File: config.mk
export PLATFORM = sky130hd
export DESIGN_NAME = grid_plot_scheduler
export DESIGN_NICKNAME = d
export VERILOG_FILES = /design/src/rtl/grid_pkg.sv /design/src/rtl/chunk_scanner.sv /design/src/rtl/grid_plot_scheduler.sv
export SDC_FILE = /design/constraint.sdc
export NUM_CORES = 1
export LEC_CHECK = 0
export ABC_CLOCK_PERIOD_IN_PS = 63100
export BUFFER_PORTS_ARGS = -buffer_cell sky130_fd_sc_hd__buf_2
export CAP_MARGIN = 10
export CORE_AREA = 2 2 320 322
export DETAILED_ROUTE_END_ITERATION = 10
export DIE_AREA = 0 0 322 324
export PLACE_DENSITY_LB_ADDON = 0.3
export SYNTH_ARGS = -nofsm -noshare
export SYNTH_HDL_FRONTEND = slang
export SYNTH_SLANG_ARGS = --single-unit
export TNS_END_PERCENT = 100
File: constraint.sdc
create_clock -name clock -period 63.1 [get_ports clock]
set_input_delay 12.62 -clock clock [delete_from_list [all_inputs] [get_ports clock]]
set_output_delay 12.62 -clock clock [all_outputs]
set_load 0.03 [all_outputs]
File: src/rtl/grid_pkg.sv
// Shared constants, state encoding and coordinate helpers
// for the drawing-grid plot scheduler.
package grid_pkg;

  localparam int GRID_SIZE  = 28;
  localparam int CELL_COUNT = GRID_SIZE * GRID_SIZE;
  localparam int CHUNK      = 4;
  localparam int OFFSET_X   = 24;
  localparam int OFFSET_Y   = 4;
  localparam int CUR_INIT   = 14;

  localparam logic [2:0] COL_BLACK     = 3'b000;
  localparam logic [2:0] COL_WHITE     = 3'b111;
  localparam logic [2:0] CURSOR_COLOUR = 3'b100;

  typedef enum logic [2:0] {
    INIT_CLEAR,
    IDLE,
    PAINT,
    CLEAR,
    CUR_OLD,
    CUR_NEW
  } state_t;

  function automatic logic [9:0] cell_addr(
    input logic [4:0] x,
    input logic [4:0] y
  );
    return 10'(y) * 10'(GRID_SIZE) + 10'(x);
  endfunction

  function automatic logic [7:0] fb_x(input logic [4:0] x);
    return 8'(OFFSET_X) + 8'(x) * 8'(CHUNK);
  endfunction

  function automatic logic [6:0] fb_y(input logic [4:0] y);
    return 7'(OFFSET_Y) + 7'(y) * 7'(CHUNK);
  endfunction

  function automatic logic in_grid(
    input logic [4:0] x,
    input logic [4:0] y
  );
    return (x < 5'(GRID_SIZE)) && (y < 5'(GRID_SIZE));
  endfunction

endpackage

File: src/rtl/chunk_scanner.sv
// Expands one cell into a CHUNK x CHUNK plot burst, dx fastest.
// A start on the done cycle chains bursts with no idle gap.
module chunk_scanner
  import grid_pkg::*;
(
  input  logic       clock,
  input  logic       resetn,
  input  logic       start,
  input  logic [7:0] base_x,
  input  logic [6:0] base_y,
  input  logic [2:0] colour,
  output logic [7:0] vga_x,
  output logic [6:0] vga_y,
  output logic [2:0] vga_colour,
  output logic       plot,
  output logic       done
);

  localparam int DW = $clog2(CHUNK);
  localparam logic [DW-1:0] LAST = DW'(CHUNK - 1);

  logic          active_q, active_d;
  logic [DW-1:0] dx_q, dx_d;
  logic [DW-1:0] dy_q, dy_d;
  logic [7:0]    bx_q, bx_d;
  logic [6:0]    by_q, by_d;
  logic [2:0]    col_q, col_d;

  assign done       = active_q && (dx_q == LAST) && (dy_q == LAST);
  assign plot       = active_q;
  assign vga_x      = bx_q + 8'(dx_q);
  assign vga_y      = by_q + 7'(dy_q);
  assign vga_colour = col_q;

  always_comb begin
    active_d = active_q;
    dx_d     = dx_q;
    dy_d     = dy_q;
    bx_d     = bx_q;
    by_d     = by_q;
    col_d    = col_q;
    if (start) begin
      active_d = 1'b1;
      dx_d     = '0;
      dy_d     = '0;
      bx_d     = base_x;
      by_d     = base_y;
      col_d    = colour;
    end else if (done) begin
      active_d = 1'b0;
    end else if (active_q) begin
      dx_d = (dx_q == LAST) ? '0 : dx_q + 1'b1;
      if (dx_q == LAST) dy_d = dy_q + 1'b1;
    end
  end

  always_ff @(posedge clock or negedge resetn) begin
    if (!resetn) begin
      active_q <= 1'b0;
      dx_q     <= '0;
      dy_q     <= '0;
      bx_q     <= '0;
      by_q     <= '0;
      col_q    <= '0;
    end else begin
      active_q <= active_d;
      dx_q     <= dx_d;
      dy_q     <= dy_d;
      bx_q     <= bx_d;
      by_q     <= by_d;
      col_q    <= col_d;
    end
  end

endmodule

File: src/rtl/grid_plot_scheduler.sv
// Owns the 28x28 drawing grid and arbitrates clear, paint and
// cursor redraws into the single framebuffer plot port.
module grid_plot_scheduler
  import grid_pkg::*;
(
  input  logic       clock,
  input  logic       resetn,
  input  logic       clear_req,
  output logic       clear_ack,
  input  logic       paint_req,
  input  logic [4:0] paint_x,
  input  logic [4:0] paint_y,
  input  logic       paint_val,
  output logic       paint_ack,
  input  logic [4:0] cur_x,
  input  logic [4:0] cur_y,
  output logic       busy,
  output logic [7:0] vga_x,
  output logic [6:0] vga_y,
  output logic [2:0] vga_colour,
  output logic       vga_plot,
  input  logic [9:0] rd_addr,
  output logic       rd_data
);

  state_t     state_q, state_d;
  logic [4:0] prev_x_q, prev_x_d, prev_y_q, prev_y_d;
  logic [4:0] new_x_q, new_x_d, new_y_q, new_y_d;
  logic [4:0] cx_q, cx_d, cy_q, cy_d;
  logic       launched_q, launched_d;
  logic       busy_q, busy_d;
  logic       rd_data_q, rd_data_d;

  logic [CELL_COUNT-1:0] grid_q;
  logic       we, wdata, launch;
  logic [9:0] waddr, prev_addr;
  logic       sc_start, sc_plot, sc_done;
  logic [7:0] sc_x;
  logic [6:0] sc_y;
  logic [2:0] sc_col;
  logic       cur_move, clear_go, paint_go, cur_go, prev_bit;

  chunk_scanner u_scan (
    .clock      (clock),
    .resetn     (resetn),
    .start      (sc_start),
    .base_x     (sc_x),
    .base_y     (sc_y),
    .colour     (sc_col),
    .vga_x      (vga_x),
    .vga_y      (vga_y),
    .vga_colour (vga_colour),
    .plot       (sc_plot),
    .done       (sc_done)
  );

  assign vga_plot  = sc_plot;
  assign busy      = busy_q;
  assign rd_data   = rd_data_q;
  assign prev_addr = cell_addr(prev_x_q, prev_y_q);
  assign prev_bit  = grid_q[prev_addr];
  assign cur_move  = in_grid(cur_x, cur_y) &&
                     ((cur_x != prev_x_q) || (cur_y != prev_y_q));
  assign clear_go  = clear_req;
  assign paint_go  = paint_req && !clear_req;
  assign cur_go    = cur_move && !clear_req && !paint_req;

  always_comb begin
    state_d    = state_q;
    prev_x_d   = prev_x_q;
    prev_y_d   = prev_y_q;
    new_x_d    = new_x_q;
    new_y_d    = new_y_q;
    cx_d       = cx_q;
    cy_d       = cy_q;
    launched_d = launched_q;
    clear_ack  = 1'b0;
    paint_ack  = 1'b0;
    sc_start   = 1'b0;
    sc_x       = fb_x(cx_q);
    sc_y       = fb_y(cy_q);
    sc_col     = COL_BLACK;
    we         = 1'b0;
    waddr      = cell_addr(cx_q, cy_q);
    wdata      = 1'b0;
    launch     = 1'b0;
    unique case (state_q)
      INIT_CLEAR, CLEAR: begin
        if (!launched_q && (!sc_plot || sc_done)) launch = 1'b1;
        else if (launched_q && sc_done) state_d = IDLE;
      end
      IDLE: begin
        unique case (1'b1)
          clear_go: begin
            clear_ack  = 1'b1;
            launched_d = 1'b0;
            launch     = 1'b1;
            state_d    = CLEAR;
          end
          paint_go: begin
            paint_ack = 1'b1;
            if (in_grid(paint_x, paint_y)) begin
              we       = 1'b1;
              waddr    = cell_addr(paint_x, paint_y);
              wdata    = paint_val;
              sc_start = 1'b1;
              sc_x     = fb_x(paint_x);
              sc_y     = fb_y(paint_y);
              if (paint_x == prev_x_q && paint_y == prev_y_q)
                sc_col = CURSOR_COLOUR;
              else
                sc_col = paint_val ? COL_WHITE : COL_BLACK;
              state_d  = PAINT;
            end
          end
          cur_go: begin
            new_x_d  = cur_x;
            new_y_d  = cur_y;
            sc_start = 1'b1;
            sc_x     = fb_x(prev_x_q);
            sc_y     = fb_y(prev_y_q);
            sc_col   = prev_bit ? COL_WHITE : COL_BLACK;
            state_d  = CUR_OLD;
          end
          default: ;
        endcase
      end
      PAINT: if (sc_done) state_d = IDLE;
      CUR_OLD: begin
        if (sc_done) begin
          sc_start = 1'b1;
          sc_x     = fb_x(new_x_q);
          sc_y     = fb_y(new_y_q);
          sc_col   = CURSOR_COLOUR;
          state_d  = CUR_NEW;
        end
      end
      CUR_NEW: begin
        if (sc_done) begin
          prev_x_d = new_x_q;
          prev_y_d = new_y_q;
          state_d  = IDLE;
        end
      end
      default: state_d = INIT_CLEAR;
    endcase
    // clear sweep: zero the cell and chain its burst
    if (launch) begin
      sc_start = 1'b1;
      we       = 1'b1;
      if (cx_q == prev_x_q && cy_q == prev_y_q)
        sc_col = CURSOR_COLOUR;
      if (cx_q == 5'(GRID_SIZE - 1)) begin
        cx_d = '0;
        if (cy_q == 5'(GRID_SIZE - 1)) begin
          cy_d       = '0;
          launched_d = 1'b1;
        end else begin
          cy_d = cy_q + 1'b1;
        end
      end else begin
        cx_d = cx_q + 1'b1;
      end
    end
    busy_d    = (state_d != IDLE);
    rd_data_d = (rd_addr < 10'(CELL_COUNT)) ? grid_q[rd_addr] : 1'b0;
  end

  always_ff @(posedge clock or negedge resetn) begin
    if (!resetn) begin
      state_q    <= INIT_CLEAR;
      prev_x_q   <= 5'(CUR_INIT);
      prev_y_q   <= 5'(CUR_INIT);
      new_x_q    <= '0;
      new_y_q    <= '0;
      cx_q       <= '0;
      cy_q       <= '0;
      launched_q <= 1'b0;
      busy_q     <= 1'b0;
      rd_data_q  <= 1'b0;
    end else begin
      state_q    <= state_d;
      prev_x_q   <= prev_x_d;
      prev_y_q   <= prev_y_d;
      new_x_q    <= new_x_d;
      new_y_q    <= new_y_d;
      cx_q       <= cx_d;
      cy_q       <= cy_d;
      launched_q <= launched_d;
      busy_q     <= busy_d;
      rd_data_q  <= rd_data_d;
    end
  end

  // grid contents are zeroed by the clear sweep, not by reset
  always_ff @(posedge clock) begin
    if (we) grid_q[waddr] <= wdata;
  end

endmodule

; ---- Word level (Yosys, flattened, before mapping)
; Index checks and enable logic that the tools add are counted.
[op_classes]
muxes = 69
eq_ne = 17
mul = 3
shift = 0
order_cmp = 9
n_addsub = 17
n_div = 0
n_reduce_logical = 30
bitwise_logic = 0
[op_table]
columns = op, count
row1 = $bwmux 784, 1
row2 = $mux 3, 12
row3 = $lt 10x11->1 const B, 3
row4 = $add 5x7->8 const A, 4
row5 = $pmux 8 s2, 2
row6 = $add 10x5->10, 3
row7 = $mux 10, 3
row8 = $add 3x7->7 const A, 4
row9 = $pmux 7 s2, 2
row10 = $mux 1, 25
row11 = $mul 5x3->8 const B, 3
row12 = $bmux 1 s10, 2
row13 = $eq 5x5->1, 4
row14 = $lt 5x5->1 const B, 4
row15 = $mux 2, 8
row16 = $mux 8, 2
row17 = $mux 7, 2
row18 = $logic_and 1x1->1, 13
row19 = $pmux 3 s2, 2
row20 = $pmux 3 s4, 1
row21 = $add 5x1->5 const B, 2
row22 = $demux 1 s10, 1
row23 = $eq 5x5->1 const B, 2
row24 = $ge 10x1->1 const B, 1
row25 = other kinds (21), 39
[totals]
ramBits = 0
wordCells = 162
memories = 0
register_bits = 843
in_bits = 35
latch_bits = 0
mem_bits_ro = 0

; ---- Logic depth before layout (Yosys ltp)
[depth]
ltp_word = 10
depth_mapped = 14
ltp_nobuf = 12

; ---- By module
; Synthesis repeated with hierarchy kept, for this count alone.
[hier_totals]
cells_unflattened = 3287
hier_area_um2 = 45747.6
[modules_own_cells]
columns = mod, seq_area_each_um2, area_per_inst_um2, cells_per_inst, instances
row1 = grid_plot_scheduler, 24451.0, 44513.9, 3185, 1
row2 = chunk_scanner, 575.6, 1233.7, 102, 1

; ---- Worst setup path before layout
; OpenSTA, ideal clock, no wires.
[synth_path]
path_kind = in2reg
start = input port paint_y[3]
end = register grid_q[0], data pin
path_buffers = 0
path_stages = 5
required_ps = 59254
setup_ps = 3846
t_arrival_ps = 31486
setup_slack_ps = 27768
path_cell_list = ha_1 -> a32oi_1 -> and3b_1 -> nand2_1 -> nor2_1
[synth_rtl]
columns = item, line_no
row1 = from (decl), grid_plot_scheduler.sv:12  ; input logic [4:0] paint_y,
row2 = $lt 5x5->1, grid_pkg.sv:44  ; return (x < 5'(GRID_SIZE)) && (y < 5'(GRID_SIZE));
row3 = $logic_and 1x1->1, grid_pkg.sv:44
row4 = $mux 1, grid_plot_scheduler.sv:102  ; if (in_grid(paint_x, paint_y)) begin
row5 = $mux 1, grid_plot_scheduler.sv:93  ; unique case (1'b1)
row6 = $mux 1, grid_plot_scheduler.sv:87  ; unique case (state_q)
row7 = net wdata, grid_plot_scheduler.sv:35  ; logic we, wdata, launch;
row8 = $bwmux 784, grid_plot_scheduler.sv:197  ; if (we) grid_q[waddr] <= wdata;
row9 = "to (signal, indexed assignment)", grid_plot_scheduler.sv:197
row10 = to (decl), grid_plot_scheduler.sv:34  ; logic [CELL_COUNT-1:0] grid_q;
; The timed path passes the listed nets, and every way through them passes these cells.
; A chain may end at the register's enable or synchronous reset.

; ---- Final worst setup path
[layout_path]
start = input port clear_req
end = output port paint_ack
[layout_between]
elab_chain_len = 4
[layout_rtl]
columns = item, line_no
row1 = from (decl), grid_plot_scheduler.sv:8  ; input logic clear_req,
row2 = $logic_not 1->1, grid_plot_scheduler.sv:65  ; assign paint_go = paint_req && !clear_req;
row3 = $logic_and 1x1->1, grid_plot_scheduler.sv:65
row4 = $mux 1, grid_plot_scheduler.sv:93
row5 = $mux 1, grid_plot_scheduler.sv:87
row6 = to (decl), grid_plot_scheduler.sv:14  ; output logic paint_ack,
; Every way passes these cells.

==> results.py <==
metrics = {
    "sta": {
        "tightest_slew_ns": 1.31,
        "fin_skew_ns": 0.0488,
        "fin_hold_ws_ns": 0.486,
        "finalMaxSlewViolations": 0,
        "max-slew-margin-rel": 0.124,
        "period_share": 0.416,
        "fmax_mhz": 38.1,
        "setup_tns_ns": 0,
        "setup_ws_ns": 36.88,
        "setup_viol": 0,
        "rsz0062_at_grt": "no",
        "hold_viol": 0,
        "min_period_ns": 26.22,
    },
    "critical_path": {
        "cpPeakStageDelay_ns": 0.30,
        "worstSetupPathType": "primary input to primary output",
        "crit_slowest_cell": "nor3_2",
        "cp-end-kind": "primary output",
        "r2r_start": "prev_y_q[0]",
        "worstReg2RegEnd": "u_scan.vga_colour[1]",
        "path_delay_family": "simple AND/OR/NAND/NOR gates",
        "path_max_fanout": 11,
        "crit_path_cell_trace": "buf_2 -> nand2b_1 -> nor3_2 -> buf_2",
        "worstPathRequired_ns": 50.48,
        "worstPathArrival_ns": 13.60,
        "worstRegToRegCells": 13,
        "r2r_slack_ns": 57.34,
        "worst_path_most_repeated_cell": "buf_2",
        "crit_path_start": "clear_req",
        "startpoint_type": "primary input",
        "critPathBufInv": 2,
    },
    "routing": {
        "firstDrtPassIters": 6,
        "drt-total-wl_mm": 138,
        "dr_wl_met3_mm": 15.3,
        "vias_per_cell": 6.55,
        "drt-initial-drc-count": 4053,
        "routedWlPerCell_um": 30.1,
        "dr_wl_met2_mm": 64.5,
        "top_layer": "met4",
        "drc": 0,
        "antenna_left": 0,
        "vias": 29943,
        "wl_met1_mm": 52.6,
    },
    "layout": {
        "num-nets-final": 3282,
        "fin_util": 0.490,
        "syn_to_final_growth_pct": 9.62,
        "drive_above_1_share": 0.234,
        "final_common_cell": "nor2_1",
        "antenna_cells": 0,
        "final_cell_mix": "nor2_1, edfxtp_1, mux4_2",
        "num-fill-cells": 8717,
    },
    "die": {
        "dieArea_sq_mm": 0.104,
        "core_area_sq_mm": 0.101,
        "ios": 58,
        "start_util": 0.447,
        "die_w_um": 322,
        "die_h_um": 324,
        "rows": 117,
    },
    "clock_network": {
        "worst_skew_pair.late_latency_ns": 0.67,
        "cts_buffers": 90,
        "path_clk_slew_ns": 0.06,
        "cts_sinks": 838,
        "cts_root_buffer": "clkbuf_16",
        "cts_tree": "done",
        "cts_max_level": 3,
        "cts_resized": 0,
        "postCtsSetupBuffers": 0,
        "clock_path_buffers": 3,
        "holdBufCountCts": 0,
    },
    "worst_hold_path": {
        "min_to": "u_scan.by_q[6]",
        "min_from": "u_scan.by_q[6]",
        "min_path_type": "register to register",
        "min_path_cells": 1,
    },
    "pwr": {
        "peakVddDrop_mv": 0.0209,
        "p_per_area_mw_per_mm2": 28.5,
        "leakage_nw": 16.1,
        "p_total_w": 0.00141,
    },
    "synth": {
        "async_reset_ff_frac": 0.0644,
        "ys_seq_area_frac": 0.551,
        "ys_warn_count": 0,
        "syn-instance-count": 3261,
        "yosysUniqueCellTypes": 75,
        "synth_edf_count": 784,
        "synth_flop_cell": "edfxtp_1",
        "syn-cell-area_sq_mm": 0.0452,
        "synth_fp_nets": 3361,
        "avgSynthCellArea_sq_um": 13.9,
        "yosys_register_bits": 838,
    },
    "global_route": {
        "grt_first_pass_wirelength_mm": 200,
        "antenna_found_initial": 2,
        "grt_overflow": 0,
        "grt_usage": 0.266,
        "grt_pass1_vias": 29338,
        "grt_max_degree": 285,
    },
    "place": {
        "detailedPlace.worstSlack_ns": 36.91,
        "dp_hpwl_mm": 77.6,
        "port_buffers": 57,
        "globalplace.congestion": 0.876,
    },
    "outcome": {
        "status": "finished, final reports clean",
    },
    "run": {
        "maxCapViolations": 0,
    },
}
==> routing by layer <==
layer | global-route usage | vias up
li1 | - | 12287
met3 | 0.0511 | 279
met4 | 0.0958 | 0
met5 | 0 | -
met2 | 0.426 | 1750
met1 | 0.364 | 15627
==> layout make-up <==
class,instances,area [sq um],area share
sequential,838,24900,0.503
multi-input combinational,2094,18900,0.383
clock buffer,110,2390,0.0483
tap,1309,1640,0.0331
timing repair buffer,125,922,0.0186
clock inverter,59,594,0.0120
inverter,33,124,0.00250
==> where the power goes <==
group	internal (W)	switching [W]
clock	0.000308	0.000231
combinational	0.0000862	0.000152
sequential	0.000614	0.0000185
==> logic make-up (layout without fill, tap and decap cells) <==
group,Yosys count,count (layout),share of synthesized area
adder cells (fa/ha/maj),65,65,0.0210
buffers and inverters,329,327,0.0325
AND/OR/NAND/NOR,1191,1191,0.109
AO/OA/AOI/OAI,256,256,0.0392
flip-flops,838,838,0.551
XOR/XNOR,78,78,0.0154
multiplexers,504,504,0.232
==> registers in the layout, summed over array words and instances, names as in the netlist <==
signal / flops
grid_q: 784
u_scan.bx_q: 6
cx_q: 5
cy_q: 5
new_x_q: 5
new_y_q: 5
prev_x_q: 5
prev_y_q: 5
u_scan.by_q: 5
state_q: 3
u_scan.dx_q: 2
u_scan.dy_q: 2
u_scan.vga_colour: 2
busy: 1
launched_q: 1
rd_data: 1
u_scan.plot: 1
==> synth_stat cells (7+ instances only) <==
| cell | number | area, sq um |
|---|---|---|
| mux2_2 | 18 | 203 |
| and2_1 | 18 | 113 |
| buf_4 | 22 | 165 |
| nand3_1 | 42 | 210 |
| a31oi_1 | 14 | 87.6 |
| o22ai_1 | 24 | 150 |
| and3_1 | 12 | 75.1 |
| nand4_1 | 12 | 75.1 |
| mux4_2 | 431 | 9710 |
| buf_1 | 52 | 195 |
| a21oi_1 | 50 | 250 |
| a22oi_1 | 23 | 173 |
| nand2_1 | 153 | 574 |
| a211oi_1 | 8 | 60.1 |
| xor2_1 | 41 | 359 |
| dfrtp_1 | 48 | 1200 |
| nor2b_1 | 18 | 113 |
| nor3_1 | 30 | 150 |
| clkbuf_1 | 170 | 638 |
| edfxtp_1 | 784 | 23500 |
| a221oi_1 | 15 | 131 |
| a21o_1 | 8 | 60.1 |
| o21ai_0 | 37 | 185 |
| xnor2_1 | 36 | 315 |
| nor4_1 | 17 | 106 |
| nand2b_1 | 10 | 62.6 |
| inv_1 | 31 | 116 |
| a22o_1 | 13 | 114 |
| ha_1 | 47 | 588 |
| nor2_1 | 843 | 3160 |
| or3_1 | 7 | 43.8 |
| fa_1 | 18 | 360 |
| buf_6 | 14 | 158 |
| mux2i_1 | 53 | 531 |
| buf_2 | 38 | 190 |
==> stage by stage <==
stage,cells,cell area (sq um)
2_1_floorplan,3261,45200
3_3_place_gp,4397,46500
3_5_place_dp,4397,46500
4_1_cts,4566,49500
5_1_grt,4568,49500
6_report,4568,49500
==> worst reg2reg max path: stages (launching register included) <==
cell and delay [ns]:
dfrtp_1 0.58, ha_1 0.41, inv_1 0.07, fa_2 0.53, buf_4 0.37, clkinv_1 0.63
buf_4 0.45, and3_1 0.21, a2111oi_0 0.95, a31oi_1 0.21, a21oi_1 0.72, a21o_1 0.31
nand3_1 0.10, o21ai_1 0.14
==> worst max-delay path by stage <==
| stage | end | slack (ns) | depth (start not counted) |
|---|---|---|---|
| floorplan | grid_q[0] | 27.77 | 5 |
| global placement | paint_ack | 36.99 | 4 |
| detailed placement | paint_ack | 36.91 | 4 |
| CTS | paint_ack | 36.90 | 4 |
| global route | paint_ack | 36.85 | 4 |
| finish | paint_ack | 36.88 | 4 |
Note: power is estimated with default switching activity, not from simulation.
